## src/rtl/uart_boot_loader_if.sv

```systemverilog
// rtl/uart_boot_loader_if.sv - UART byte input and RAM word write port of the boot loader
interface uart_boot_loader_if #(
    parameter int ADDR_W = 13
);
    logic [7:0]        rx_data;
    logic              rx_valid;
    logic [ADDR_W-1:0] ram_addres;
    logic [31:0]       data_to_mem;
    logic              RAM_WE;

    modport master (output rx_data, rx_valid, input ram_addres, data_to_mem, RAM_WE);
    modport slave  (input rx_data, rx_valid, output ram_addres, data_to_mem, RAM_WE);
endinterface

```

## src/rtl/uart_boot_loader.sv

```systemverilog
// rtl/uart_boot_loader.sv - UART frame loader into word RAM, then core release; BOOT_CHECKSUM_EN adds XOR check
module uart_boot_loader #(
    parameter int         ADDR_W         = 13,
    parameter int         TIMEOUT_CYCLES = 1000000,
    parameter logic [7:0] SYNC_BYTE      = 8'hA5
) (
    input  logic                clk,
    input  logic                rst_n,
    uart_boot_loader_if.slave   bus,
    output logic                core_ena,
    output logic [1:0]          boot_err
);
    localparam int          IDLE_W    = $clog2(TIMEOUT_CYCLES + 1);
    localparam logic [32:0] MAX_WORDS = 33'd1 << ADDR_W;

    typedef enum logic [2:0] {
        IDLE,
        LEN_LO,
        LEN_HI,
        DATA,
`ifdef BOOT_CHECKSUM_EN
        CSUM,
`endif
        RUN,
        ERROR
    } state_t;

`ifdef BOOT_CHECKSUM_EN
    localparam state_t DONE_STATE = CSUM;
`else
    localparam state_t DONE_STATE = RUN;
`endif

    state_t            state;
    logic [1:0]        byte_cnt;
    logic [ADDR_W-1:0] word_idx;
    logic [15:0]       words_left;
    logic [IDLE_W-1:0] idle_cnt;
    logic [7:0]        len_lo;
    logic [23:0]       word_buf;
    logic              timed;
`ifdef BOOT_CHECKSUM_EN
    logic [7:0]        csum;
`endif

    always_comb begin
        timed = 1'b0;
        case (state)
            LEN_LO, LEN_HI, DATA: timed = 1'b1;
`ifdef BOOT_CHECKSUM_EN
            CSUM:                 timed = 1'b1;
`endif
            default:              timed = 1'b0;
        endcase
    end

    always_ff @(posedge clk) begin
        if (!rst_n) begin
            state           <= IDLE;
            bus.RAM_WE      <= 1'b0;
            bus.ram_addres  <= '0;
            bus.data_to_mem <= '0;
            core_ena        <= 1'b0;
            boot_err        <= 2'd0;
            byte_cnt        <= 2'd0;
            word_idx        <= '0;
            words_left      <= 16'd0;
            idle_cnt        <= '0;
            len_lo          <= 8'd0;
            word_buf        <= 24'd0;
`ifdef BOOT_CHECKSUM_EN
            csum            <= 8'd0;
`endif
        end else begin
            bus.RAM_WE <= 1'b0;
            // Release the core one cycle after RUN so the final write lands first
            core_ena   <= (state == RUN);

            // A byte arriving on the expiry cycle takes priority over the timeout
            if (!timed || bus.rx_valid) begin
                idle_cnt <= '0;
            end else if (idle_cnt == IDLE_W'(TIMEOUT_CYCLES)) begin
                state    <= ERROR;
                boot_err <= 2'd3;
            end else begin
                idle_cnt <= idle_cnt + IDLE_W'(1);
            end

            if (bus.rx_valid) begin
                case (state)
                    IDLE: begin
                        if (bus.rx_data == SYNC_BYTE) begin
                            state    <= LEN_LO;
                            byte_cnt <= 2'd0;
                            word_idx <= '0;
`ifdef BOOT_CHECKSUM_EN
                            csum     <= 8'd0;
`endif
                        end
                    end
                    LEN_LO: begin
                        len_lo <= bus.rx_data;
                        state  <= LEN_HI;
                    end
                    LEN_HI: begin
                        words_left <= {bus.rx_data, len_lo};
                        if ({17'd0, bus.rx_data, len_lo} > MAX_WORDS) begin
                            state    <= ERROR;
                            boot_err <= 2'd1;
                        end else if ({bus.rx_data, len_lo} == 16'd0) begin
                            state <= DONE_STATE;
                        end else begin
                            state <= DATA;
                        end
                    end
                    DATA: begin
`ifdef BOOT_CHECKSUM_EN
                        csum <= csum ^ bus.rx_data;
`endif
                        byte_cnt <= byte_cnt + 2'd1;
                        if (byte_cnt == 2'd3) begin
                            bus.RAM_WE      <= 1'b1;
                            bus.data_to_mem <= {bus.rx_data, word_buf};
                            bus.ram_addres  <= word_idx;
                            word_idx        <= word_idx + ADDR_W'(1);
                            words_left      <= words_left - 16'd1;
                            if (words_left == 16'd1) state <= DONE_STATE;
                        end else begin
                            word_buf <= {bus.rx_data, word_buf[23:8]};
                        end
                    end
`ifdef BOOT_CHECKSUM_EN
                    CSUM: begin
                        if (bus.rx_data == csum) begin
                            state <= RUN;
                        end else begin
                            state    <= ERROR;
                            boot_err <= 2'd2;
                        end
                    end
`endif
                    default: ;
                endcase
            end
        end
    end
endmodule
```

## src/flat_wrapper.sv

```systemverilog
// flat-port wrapper written by rule: the top's interface ports become plain ports
module uart_boot_loader_flat 
#(
    parameter int         ADDR_W         = 13,
    parameter int         TIMEOUT_CYCLES = 1000000,
    parameter logic [7:0] SYNC_BYTE      = 8'hA5
)
  (clk, rst_n, core_ena, boot_err, bus_rx_data, bus_rx_valid, bus_ram_addres, bus_data_to_mem, bus_RAM_WE);
  uart_boot_loader_if #(.ADDR_W(ADDR_W)) bus_i ();
  input  logic clk;
  input  logic rst_n;
  output logic core_ena;
  output logic [1:0] boot_err;
  input wire logic [$bits(bus_i.rx_data)-1:0] bus_rx_data;
  input wire logic [$bits(bus_i.rx_valid)-1:0] bus_rx_valid;
  output wire logic [$bits(bus_i.ram_addres)-1:0] bus_ram_addres;
  output wire logic [$bits(bus_i.data_to_mem)-1:0] bus_data_to_mem;
  output wire logic [$bits(bus_i.RAM_WE)-1:0] bus_RAM_WE;
  assign bus_i.rx_data = bus_rx_data;
  assign bus_i.rx_valid = bus_rx_valid;
  assign bus_ram_addres = bus_i.ram_addres;
  assign bus_data_to_mem = bus_i.data_to_mem;
  assign bus_RAM_WE = bus_i.RAM_WE;
  uart_boot_loader #(.ADDR_W(ADDR_W), .TIMEOUT_CYCLES(TIMEOUT_CYCLES), .SYNC_BYTE(SYNC_BYTE)) u_core (.clk(clk), .rst_n(rst_n), .bus(bus_i), .core_ena(core_ena), .boot_err(boot_err));
endmodule
```

## config.mk

```make
export PLATFORM = sky130hd
export DESIGN_NAME = uart_boot_loader_flat
export DESIGN_NICKNAME = d
export VERILOG_FILES = /design/src/rtl/uart_boot_loader_if.sv /design/src/rtl/uart_boot_loader.sv /design/src/flat_wrapper.sv
export SDC_FILE = /design/constraint.sdc
export NUM_CORES = 1
export LEC_CHECK = 0
export ABC_AREA = 0
export CAP_MARGIN = 20
export CORE_MARGIN = 2
export CORE_UTILIZATION = 56
export CTS_BUF_LIST = sky130_fd_sc_hd__clkbuf_4 sky130_fd_sc_hd__clkbuf_8 sky130_fd_sc_hd__clkbuf_16
export DETAILED_ROUTE_END_ITERATION = 16
export PLACE_DENSITY = 0.79
export SYNTH_ARGS = -nofsm -noshare
export SYNTH_HDL_FRONTEND = slang
export SYNTH_SLANG_ARGS = --single-unit
```

## constraint.sdc

```tcl
create_clock -name clk -period 2.79 [get_ports clk]
set_clock_uncertainty 0.1 [all_clocks]
set_input_delay 0.837 -clock clk [delete_from_list [all_inputs] [get_ports clk]]
set_output_delay 0.837 -clock clk [all_outputs]
set_load 0.01 [all_outputs]
```

==> insert_results.sql <==
INSERT INTO impl_metrics (metric_group, metric, value, unit) VALUES
('clocking', 'cts_max_level', '4', ''),
('sta', 'hold_slack', '0.3532', 'ns'),
('sta', 'number_of_endpoints_failing_setup_at_the_final_stage', '0', ''),
('yosys', 'synth_warnings', '0', ''),
('critical_path', 'crit_type', 'input port to flip-flop', ''),
('sta', 'final_max_slew_violation_count', '0', ''),
('floorplanning', 'starting_utilization_of_the_core_area', '56.77', '%'),
('sta', 'final_hold_fails', '0', ''),
('floorplanning', 'floorplan.die_area', '0.01110', 'mm2'),
('run', 'max_cap_violations', '0', ''),
('yosys', 'synth_async_sr_flop_share', '0', '%'),
('grt', 'antenna_found_initial', '0', ''),
('pwr', 'total_leakage_power', '2.466', 'nW'),
('floorplanning', 'floorplan.rows', '37', ''),
('routing', 'via_count', '5380', ''),
('placed_design', 'dp.final_hpwl', '9723', 'um'),
('sta', 'tightest_slew', '0.5978', 'ns'),
('critical_path', 'cp.buffers_inverters', '1', ''),
('yosys', 'sequential_fraction_of_the_synthesis_area', '46.96', '%'),
('clocking', 'clockBufferDepth', '2', ''),
('floorplanning', 'number_of_top_level_pins', '60', ''),
('pwr', 'power_frac_comb', '2.5', '%'),
('clocking', 'clk_root_buffer_cell', 'clkbuf_8', ''),
('pwr', 'finalPower', '4.168', 'mW'),
('clocking', 'tritoncts_clock_tree', 'built', ''),
('critical_path', 'cpLargestDelayFamily', 'simple AND/OR/NAND/NOR gates', ''),
('routing', 'drt_wl_total', '14290', 'um'),
('yosys', 'dominantRegCellSynth', 'dfxtp_1', ''),
('pwr', 'power.density_cell_area', '577.8', 'mW/mm2'),
('layout', 'nets', '810', ''),
('layout', 'insertedDiodeCount', '0', ''),
('routing', 'drt_first_iter_violations', '326', ''),
('yosys', 'combinational_family_with_the_most_area_after_synthesis', 'simple AND/OR/NAND/NOR gates', ''),
('yosys', 'number_of_different_library_cells_in_the_post_synthesis_netlist', '57', ''),
('critical_path', 'timing.critical_path.from', 'bus_rx_data[1]', ''),
('sta', 'fin_crit', '2.498', 'ns'),
('critical_path', 'endpoint_class_of_the_critical_path', 'flip-flop', ''),
('critical_path', 'crit-reg2reg-capture', 'u_core.words_left[12]', ''),
('critical_path', 'cp.required', '3.10', 'ns'),
('clocking', 'holdBufCountCts', '0', ''),
('layout', 'fraction_of_final_layout_cells_with_drive_strength_greater_than_1', '10.42', '%'),
('pwr', 'switching_power', '977.0', 'uW'),
('yosys', 'synth_xor_area_share', '3.804', '%'),
('yosys', 'synth-seq-cells', '135', ''),
('worst_hold_path', 'hp-class', 'flip-flop to flip-flop', ''),
('sta', 'fin_crit_sh', '89.52', '%'),
('grt', 'grtUsageMet2', '44.42', '%'),
('status', 'status', 'completed', ''),
('critical_path', 'regToRegStartpoint', 'u_core.words_left[0]', ''),
('layout', 'areaGrowthSynthToFinish', '25.33', '%'),
('critical_path', 'crit_path_max_incr_delay', '0.61', 'ns'),
('clocking', 'post_cts.repair.setup_buffers', '0', ''),
('critical_path', 'timing.critical_path.to', 'u_core.word_idx[9]', ''),
('routing', 'average_wire_length_per_cell_after_detail_routing', '15.17', 'um'),
('layout', 'commonest_cells_after_routing_fill_and_taps_aside', 'nand2_1 (180), dfxtp_1 (135), a21oi_1 (106)', ''),
('critical_path', 'timing.critical_path.cells', 'clkdlybuf4s50_1, or3_4, or4_4, a211oi_2, xnor2_1, nor2_1', ''),
('sta', 'worst_slew_margin_rel', '60.15', '%'),
('clocking', 'cts.sinks', '135', ''),
('floorplanning', 'core_region_area', '0.01014', 'mm2'),
('layout', 'final_cells', '942', ''),
('yosys', 'synth_edf_count', '0', ''),
('yosys', 'synth-adder-area-share', '1.304', '%'),
('yosys', 'syn_std_cell_area', '0.005756', 'mm2'),
('critical_path', 'crit_arrival', '2.81', 'ns'),
('critical_path', 'timing.critical_path.from_type', 'input port', ''),
('floorplanning', 'die_height', '105.4', 'um'),
('pwr', 'vdd.ir_drop.worst', '0.0005108', 'V'),
('critical_path', 'worstPathMaxFanout', '7', ''),
('critical_path', 'cp.depth', '6', ''),
('critical_path', 'crit_path_top_delay_cell', 'or4_4', ''),
('routing', 'post_drt_via_cell_ratio', '5.711', '');
-- metrics by stage --
step / area, um2 / setup TNS (ns) / setup slack [ns] / utilization [%]
2_1_floorplan: 5756 / 0 / 0.2890 / -
3_3_place_gp: 6645 / -1.000 / -0.1647 / 65.54
3_5_place_dp: 6645 / -1.493 / -0.2144 / 65.54
4_1_cts: 7213 / 0 / 0.2928 / 71.15
5_1_grt: 7213 / 0 / 0.2511 / 71.15
6_report: 7213 / 0 / 0.2923 / 71.15
-- tightest hold or removal path, delay by kind of cell, from the launching register on --
kind | cells | cell delay, ns
AOI/OAI and AO/OA | 1 | 0.05
DFF | 1 | 0.31
and+or+nand+nor | 1 | 0.05
-- synth_stat cells, types with 3 or more instances --
master,number,area (um2)
nand2_1,181,679.4
dfxtp_1,135,2703
a21oi_1,106,530.5
nor2_1,61,229.0
clkbuf_1,35,131.4
o21ai_0,21,105.1
nand3_1,19,95.09
xnor2_1,14,122.6
nor4_1,12,75.07
xor2_1,11,96.34
inv_1,10,37.54
and3_1,9,56.30
or3_1,8,50.05
nor3_1,7,35.03
buf_2,6,30.03
ha_1,6,75.07
nand2b_1,5,31.28
nand4_1,5,31.28
a211oi_2,4,50.05
and2_1,4,25.02
and4_1,4,35.03
a211oi_1,3,22.52
a311oi_1,3,26.28
nor2b_1,3,18.77
o211ai_1,3,22.52
o32ai_1,3,26.28
or3_4,3,33.78
-- cell families (layout without fill, tap and decap cells) --
logic type	count (synthesis)	after routing
AND/OR/NAND/NOR	341	341
AO/OA/AOI/OAI	162	162
flip-flops	135	135
buffers and inverters	54	135
XOR/XNOR	25	25
adder cells (fa/ha/maj)	6	6
multiplexers	2	2
-- area by class of cell --
cell class,count,area (um2)
repair buffers,93,895.9
flip-flops and latches,135,2703
well taps,136,170.2
fillers,781,2925
clock buffers,17,414.1
clock inverters,15,153.9
multi-input cells,536,2839
inverters,10,37.54
-- worst min path at each step --
stage	from	endpoint	slack (ns)	cells after the start
after floorplan	u_core.byte_cnt[0]	u_core.byte_cnt[0]	0.33	1
after global placement	u_core.byte_cnt[0]	u_core.byte_cnt[0]	0.34	1
after detailed placement	u_core.bus.data_to_mem[7]	u_core.bus.data_to_mem[7]	0.35	2
after CTS	u_core.bus.data_to_mem[7]	u_core.bus.data_to_mem[7]	0.36	2
after global routing	u_core.bus.data_to_mem[7]	u_core.bus.data_to_mem[7]	0.37	2
final	u_core.bus.data_to_mem[7]	u_core.bus.data_to_mem[7]	0.35	2
-- routing by layer --
layer	part of all wire, %	routed length, um
met5	0	0
met4	1.8	253
met3	5.8	824
met2	50	7205
met1	42	6004
-- power groups by stage --
stage	registers (mW)	logic [mW]	clock network, mW
floorplan	1.97	0.0412	0
global placement	1.97	0.100	0
detailed placement	1.97	0.101	0
CTS	1.93	0.101	2.16
global route	1.93	0.109	2.26
finish	1.93	0.103	2.14
-- sequential cells by signal, summed over array words and instances, names as in the netlist --
register / cells
u_core.state: 3
u_core.idle_cnt: 20
u_core.core_ena: 1
u_core.words_left: 16
u_core.word_buf: 24
u_core.bus.ram_addres: 13
u_core.byte_cnt: 2
u_core.bus.RAM_WE: 1
u_core.len_lo: 8
u_core.boot_err: 2
u_core.bus.data_to_mem: 32
u_core.word_idx: 13
No activity file was read; power rests on OpenSTA's default activity.
==> RTL edit 1: new RTL, config.mk and constraints unchanged <==
Build with the macro `BOOT_CHECKSUM_EN` defined.
--- a/src/rtl/uart_boot_loader.sv
+++ b/src/rtl/uart_boot_loader.sv
@@ -1,4 +1,6 @@
 // rtl/uart_boot_loader.sv - UART frame loader into word RAM, then core release; BOOT_CHECKSUM_EN adds XOR check
+`define BOOT_CHECKSUM_EN
+
 module uart_boot_loader #(
     parameter int         ADDR_W         = 13,
     parameter int         TIMEOUT_CYCLES = 1000000,
Check against the original RTL: not equivalent (Yosys sat finds a counterexample within 10 cycles, from zero or initial values and one cycle with rst_n low).
==> RTL edit 1 against the unedited design <==
- synthesized area rose by 6.7%
- count of clock-buffer cells in the layout rose by 7
- maximum frequency fell by 6.6%
- routed wire length rose by 7.4%
- non-clock buffer count rose by 10
- total power rose by 0.50%
- combinational power rose by 21%
- sequential share of layout area rose by 0.18 points
- hold slack barely moved
- sequential cell count rose by 8
- final area rose by 5.4%
- setup slack got worse by 180 ps
==> RTL edit 1: results (changes against the unedited design) <==
track_usage: 0.2707  # +0.009806
routedWlPerCell_microns: 14.98  # -1.2%
ys_top_cells_by_area: "dfxtp_1 (47%), nand2_1 (12%), a21oi_1 (8.6%)"
drive_gt1_frac: 0.09389  # -0.01033
fillCellCount: 883  # +13%
firstDrtPassIters: 6  # +2
timing.rr.start: "u_core.words_left[5]$_SDFFE_PN0P_"
cts.clk_slew.worst_paths_ps: 60
yosys_warnings: 0  # unchanged
seq_area_frac_synth: 0.4660  # -0.003577
drt_iter0_drc: 394  # +21%
relSlewSlack: 0.6102  # +0.008749
pre_cts_slack_ps: -300.7  # -86.37 ps
crit_end: "u_core.state[1]$_SDFF_PN0_"
grt_pass1_wl_microns: 25170  # +6.0%
finalCriticalPeriod_ps: 2675  # +177.1 ps
clock_latency_ps: 530  # +20 ps
final_nets: 889  # +9.8%
place_congestion: 0.8949  # about the same
whs_ps: 353.1  # -0.1280 ps
r2r_slack_ps: 330  # -210 ps
dp_cells: 993  # +9.1%
vdd_drop_max_mv: 0.3993  # -22%
avgSynthCellArea_sq_um: 7.679  # -3.3%
grt_pass1_vias: 5468  # +8.5%
place_hpwl_microns: 10610  # +9.1%
placed_cell_area_sq_mm: 0.007072  # +6.4%
grt_max_degree: 68  # +39%
intPower_mw: 3.308  # +3.7%
multiInputGateArea_sq_mm: 0.003020  # +6.4%
synth_commonest_cells: "nand2_1 (200), dfxtp_1 (143), a21oi_1 (105), nor2_1 (76), clkbuf_1 (49)"
p_leak_nw: 2.636  # +6.9%
status: "finished clean"
clk_root_buffer_cell: "clkbuf_8"
diodes: 0  # unchanged
ff2ff_path_depth: 5  # -2
ys_types: 54  # -5.3%
cp-startpoint: "bus_rx_data[5]"
wl_microns: 15340  # +7.4%
vias_per_cell: 5.739  # +0.49%
hold_end: "u_core.bus.data_to_mem[6]$_SDFFE_PN0P_"
==> RTL edit 1: power by group through the flow <==
stage / combinational (mW) / clock, mW / sequential [mW]
after floorplan: 0.0602 / 0 / 2.09
after global placement: 0.122 / 0 / 2.09
after detailed placement: 0.123 / 0 / 2.09
after CTS: 0.124 / 2.04 / 2.04
after global routing: 0.135 / 2.13 / 2.04
final: 0.125 / 2.02 / 2.04
==> RTL edit 1: metrics by stage <==
step	setup TNS (ps)	power, mW
floorplan	0	2.148
global placement	-2608	2.210
detailed placement	-3011	2.211
CTS	0	4.208
global route	0	4.311
finish	0	4.188
==> RTL edit 1: metal layers <==
metal  GRT usage  routed length (microns)  up-vias
li1            -                        -     2857
met4     0.08883                      227        0
met2      0.4446                     7331      194
met5           0                        0        -
met1      0.3457                     6855     2803
met3     0.07352                      929       23
==> RTL edit 1: area by class of cell <==
class,instances,area share
multi-input cells,589,0.3972
repair buffers,103,0.1244
clock buffers,24,0.06548
well taps,140,0.02303
clock inverters,7,0.004607
flip-flops and latches,143,0.3764
inverters,18,0.008885
==> RTL edit 1: kinds of logic (layout without fill, tap and decap cells) <==
group                      count (synthesis)  after routing  share of synthesized area
DFF                                      143            143                     0.4660
buffers and inverters                     68            152                    0.04277
and+or+nand+nor                          380            380                     0.2754
AOI/OAI and AO/OA                        173            173                     0.1603
xor gates and xnor gates                  28             28                    0.03992
muxes                                      2              2                   0.003462
adders and majority gates                  6              6                    0.01222
==> RTL edit 1: worst max-delay path, stage by stage <==
cell and delay, ps:
clkdlybuf4s50_1 470, nor2b_1 190, or4_1 500, a2111oi_0 370, buf_4 200, nand2_1 80
a21boi_0 210, o32ai_1 110
==> RTL edit 2: new RTL, same settings <==
Without the edit above. The 6 states of `state_t` get a one-hot encoding in 6 bits.
--- a/src/rtl/uart_boot_loader.sv
+++ b/src/rtl/uart_boot_loader.sv
@@ -13,16 +13,16 @@
     localparam int          IDLE_W    = $clog2(TIMEOUT_CYCLES + 1);
     localparam logic [32:0] MAX_WORDS = 33'd1 << ADDR_W;
 
-    typedef enum logic [2:0] {
-        IDLE,
-        LEN_LO,
-        LEN_HI,
-        DATA,
+    typedef enum logic [5:0] {
+        IDLE   = 6'b000001,
+        LEN_LO = 6'b000010,
+        LEN_HI = 6'b000100,
+        DATA   = 6'b001000,
 `ifdef BOOT_CHECKSUM_EN
         CSUM,
 `endif
-        RUN,
-        ERROR
+        RUN    = 6'b010000,
+        ERROR  = 6'b100000
     } state_t;
 
 `ifdef BOOT_CHECKSUM_EN
Formal check against the unedited RTL: same outputs for any inputs over 4 cycles, from zero or initial values and one cycle with rst_n low; so few cycles prove little.
==> RTL edit 2 against the unedited design <==
- clock power is 7% lower
- non-clock buffer count down 2
- setup slack got worse by 46 ps
- utilization grew 0.17 points
- register-to-register slack worse by 190 ps
- combinational power barely moved
- sequential power rose by 2%
- first-iteration DRC count shrank 8.0%
- final area is 1.6% higher
- total power shrank 2.5%
- synthesized area grew 2.8%
- routed wire length rose by 0.97%
- sequential cell count is 3 higher
- hold slack got worse by 1.3 ps
- critical path type unchanged
==> RTL edit 2: results (changes against the unedited design) <==
crit_slowest_cell: "a22oi_2"
synthCells: 735  # +1.4%
routedWlPerCell_microns: 15.22  # +0.33%
grt_max_degree: 96  # +96%
pre_cts_slack_ps: -247.8  # -33.40 ps
synth_nets: 752  # +1.3%
drive_gt1_frac: 0.09483  # -0.009391
status: "finished clean"
dp_cells: 917  # +0.77%
drt_iter0_drc: 300  # -8.0%
final_cells: 948  # +0.64%
place_hpwl_microns: 9696  # -0.28%
vias: 5574  # +3.6%
grt_pass1_vias: 5126  # +1.7%
grt_pass1_wl_microns: 23950  # +0.87%
placed_cell_area_sq_mm: 0.006800  # +2.3%
place_congestion: 0.8851  # -1.1%
relSlewSlack: 0.4112  # -0.1902
final_nets: 817  # +0.86%
whs_ps: 351.9  # -1.294 ps
p_leak_nw: 2.512  # +1.9%
r2r_slack_ps: 350  # -190 ps
synth_commonest_cells: "nand2_1 (169), dfxtp_1 (138), a21oi_1 (97), nor2_1 (54), clkbuf_1 (36)"
firstDrtPassIters: 7  # +3
clock_latency_ps: 530  # +20 ps
ff2ff_path_depth: 5  # -2
cp_top_family: "compound AO/OA/AOI/OAI gates"
ys_types: 60  # +5.3%
crit_end: "u_core.word_idx[12]$_SDFFE_PN0P_"
worstPathMaxFanout: 24  # +17
timing.rr.start: "u_core.state[0]$_SDFF_PN1_"
reg2reg_to: "u_core.word_idx[10]$_SDFFE_PN0P_"
holdCritStartpoint: "u_core.bus.data_to_mem[7]$_SDFFE_PN0P_"
ys_top_cells_by_area: "dfxtp_1 (47%), nand2_1 (11%), a21oi_1 (8.2%)"
hold_end: "u_core.bus.data_to_mem[7]$_SDFFE_PN0P_"
finalCriticalPeriod_ps: 2543  # +45.71 ps
crit_arrival_ps: 2900  # +90 ps
port-buffer-count: 59  # unchanged
track_usage: 0.2603  # -0.0005865
RTL edit 2: cell types whose count changed after synthesis, moves of 5 or more:
cell | before | now
nand4_1 | 5 | 14
nand2_1 | 181 | 169
or4_1 | 1 | 11
mux2i_1 | 2 | 7
nor2_1 | 61 | 54
o31ai_1 | 2 | 7
nor3_1 | 7 | 16
a21oi_1 | 106 | 97
RTL edit 2: metal layers:
layer  wire (microns)  GRT usage  vias up
met2             6884     0.4122      181
met5                0          0        -
met1             6364     0.3399     2643
met3              814    0.05653       34
met4              361     0.1215        0
li1                 -          -     2716
RTL edit 2: per-stage QoR:
stage	power, mW	setup TNS, ps	utilization
finish	4.064	0	0.7132
global route	4.174	0	0.7132
CTS	4.085	0	0.7132
detailed placement	2.115	-4680	0.6617
global placement	2.115	-3097	0.6617
floorplan	2.057	0	-
RTL edit 2: cells by family (layout without fill, tap and decap cells):
family | count (synthesis) | count (layout) | share of synthesized area
AND/OR/NAND/NOR | 341 | 341 | 0.2721
adder cells (fa/ha/maj) | 6 | 6 | 0.01269
XOR/XNOR | 19 | 19 | 0.02812
multiplexers | 7 | 7 | 0.01184
buffers and inverters | 54 | 131 | 0.03806
flip-flops | 138 | 138 | 0.4669
AO/OA/AOI/OAI | 170 | 170 | 0.1702
RTL edit 2: worst min-delay path: stages, from the launching register on:
cell and delay [ps]:
dfxtp_1 310, nand2_1 50, a21oi_1 50
RTL edit 2: power by group:
group          internal (mW)  switching [mW]  total (mW)
logic                 0.0392          0.0641       0.103
registers               1.97        0.000423        1.97
clock network           1.13           0.863        1.99
total                   3.14           0.927        4.06
RTL edit 2: area by class of cell:
class	count	area (sq um)
clock buffer	19	435.4
multi-input combinational	543	2940
clock inverter	12	93.84
inverter	9	33.78
fill	802	2948
sequential	138	2763
timing repair buffer	91	893.4
tap	136	170.2
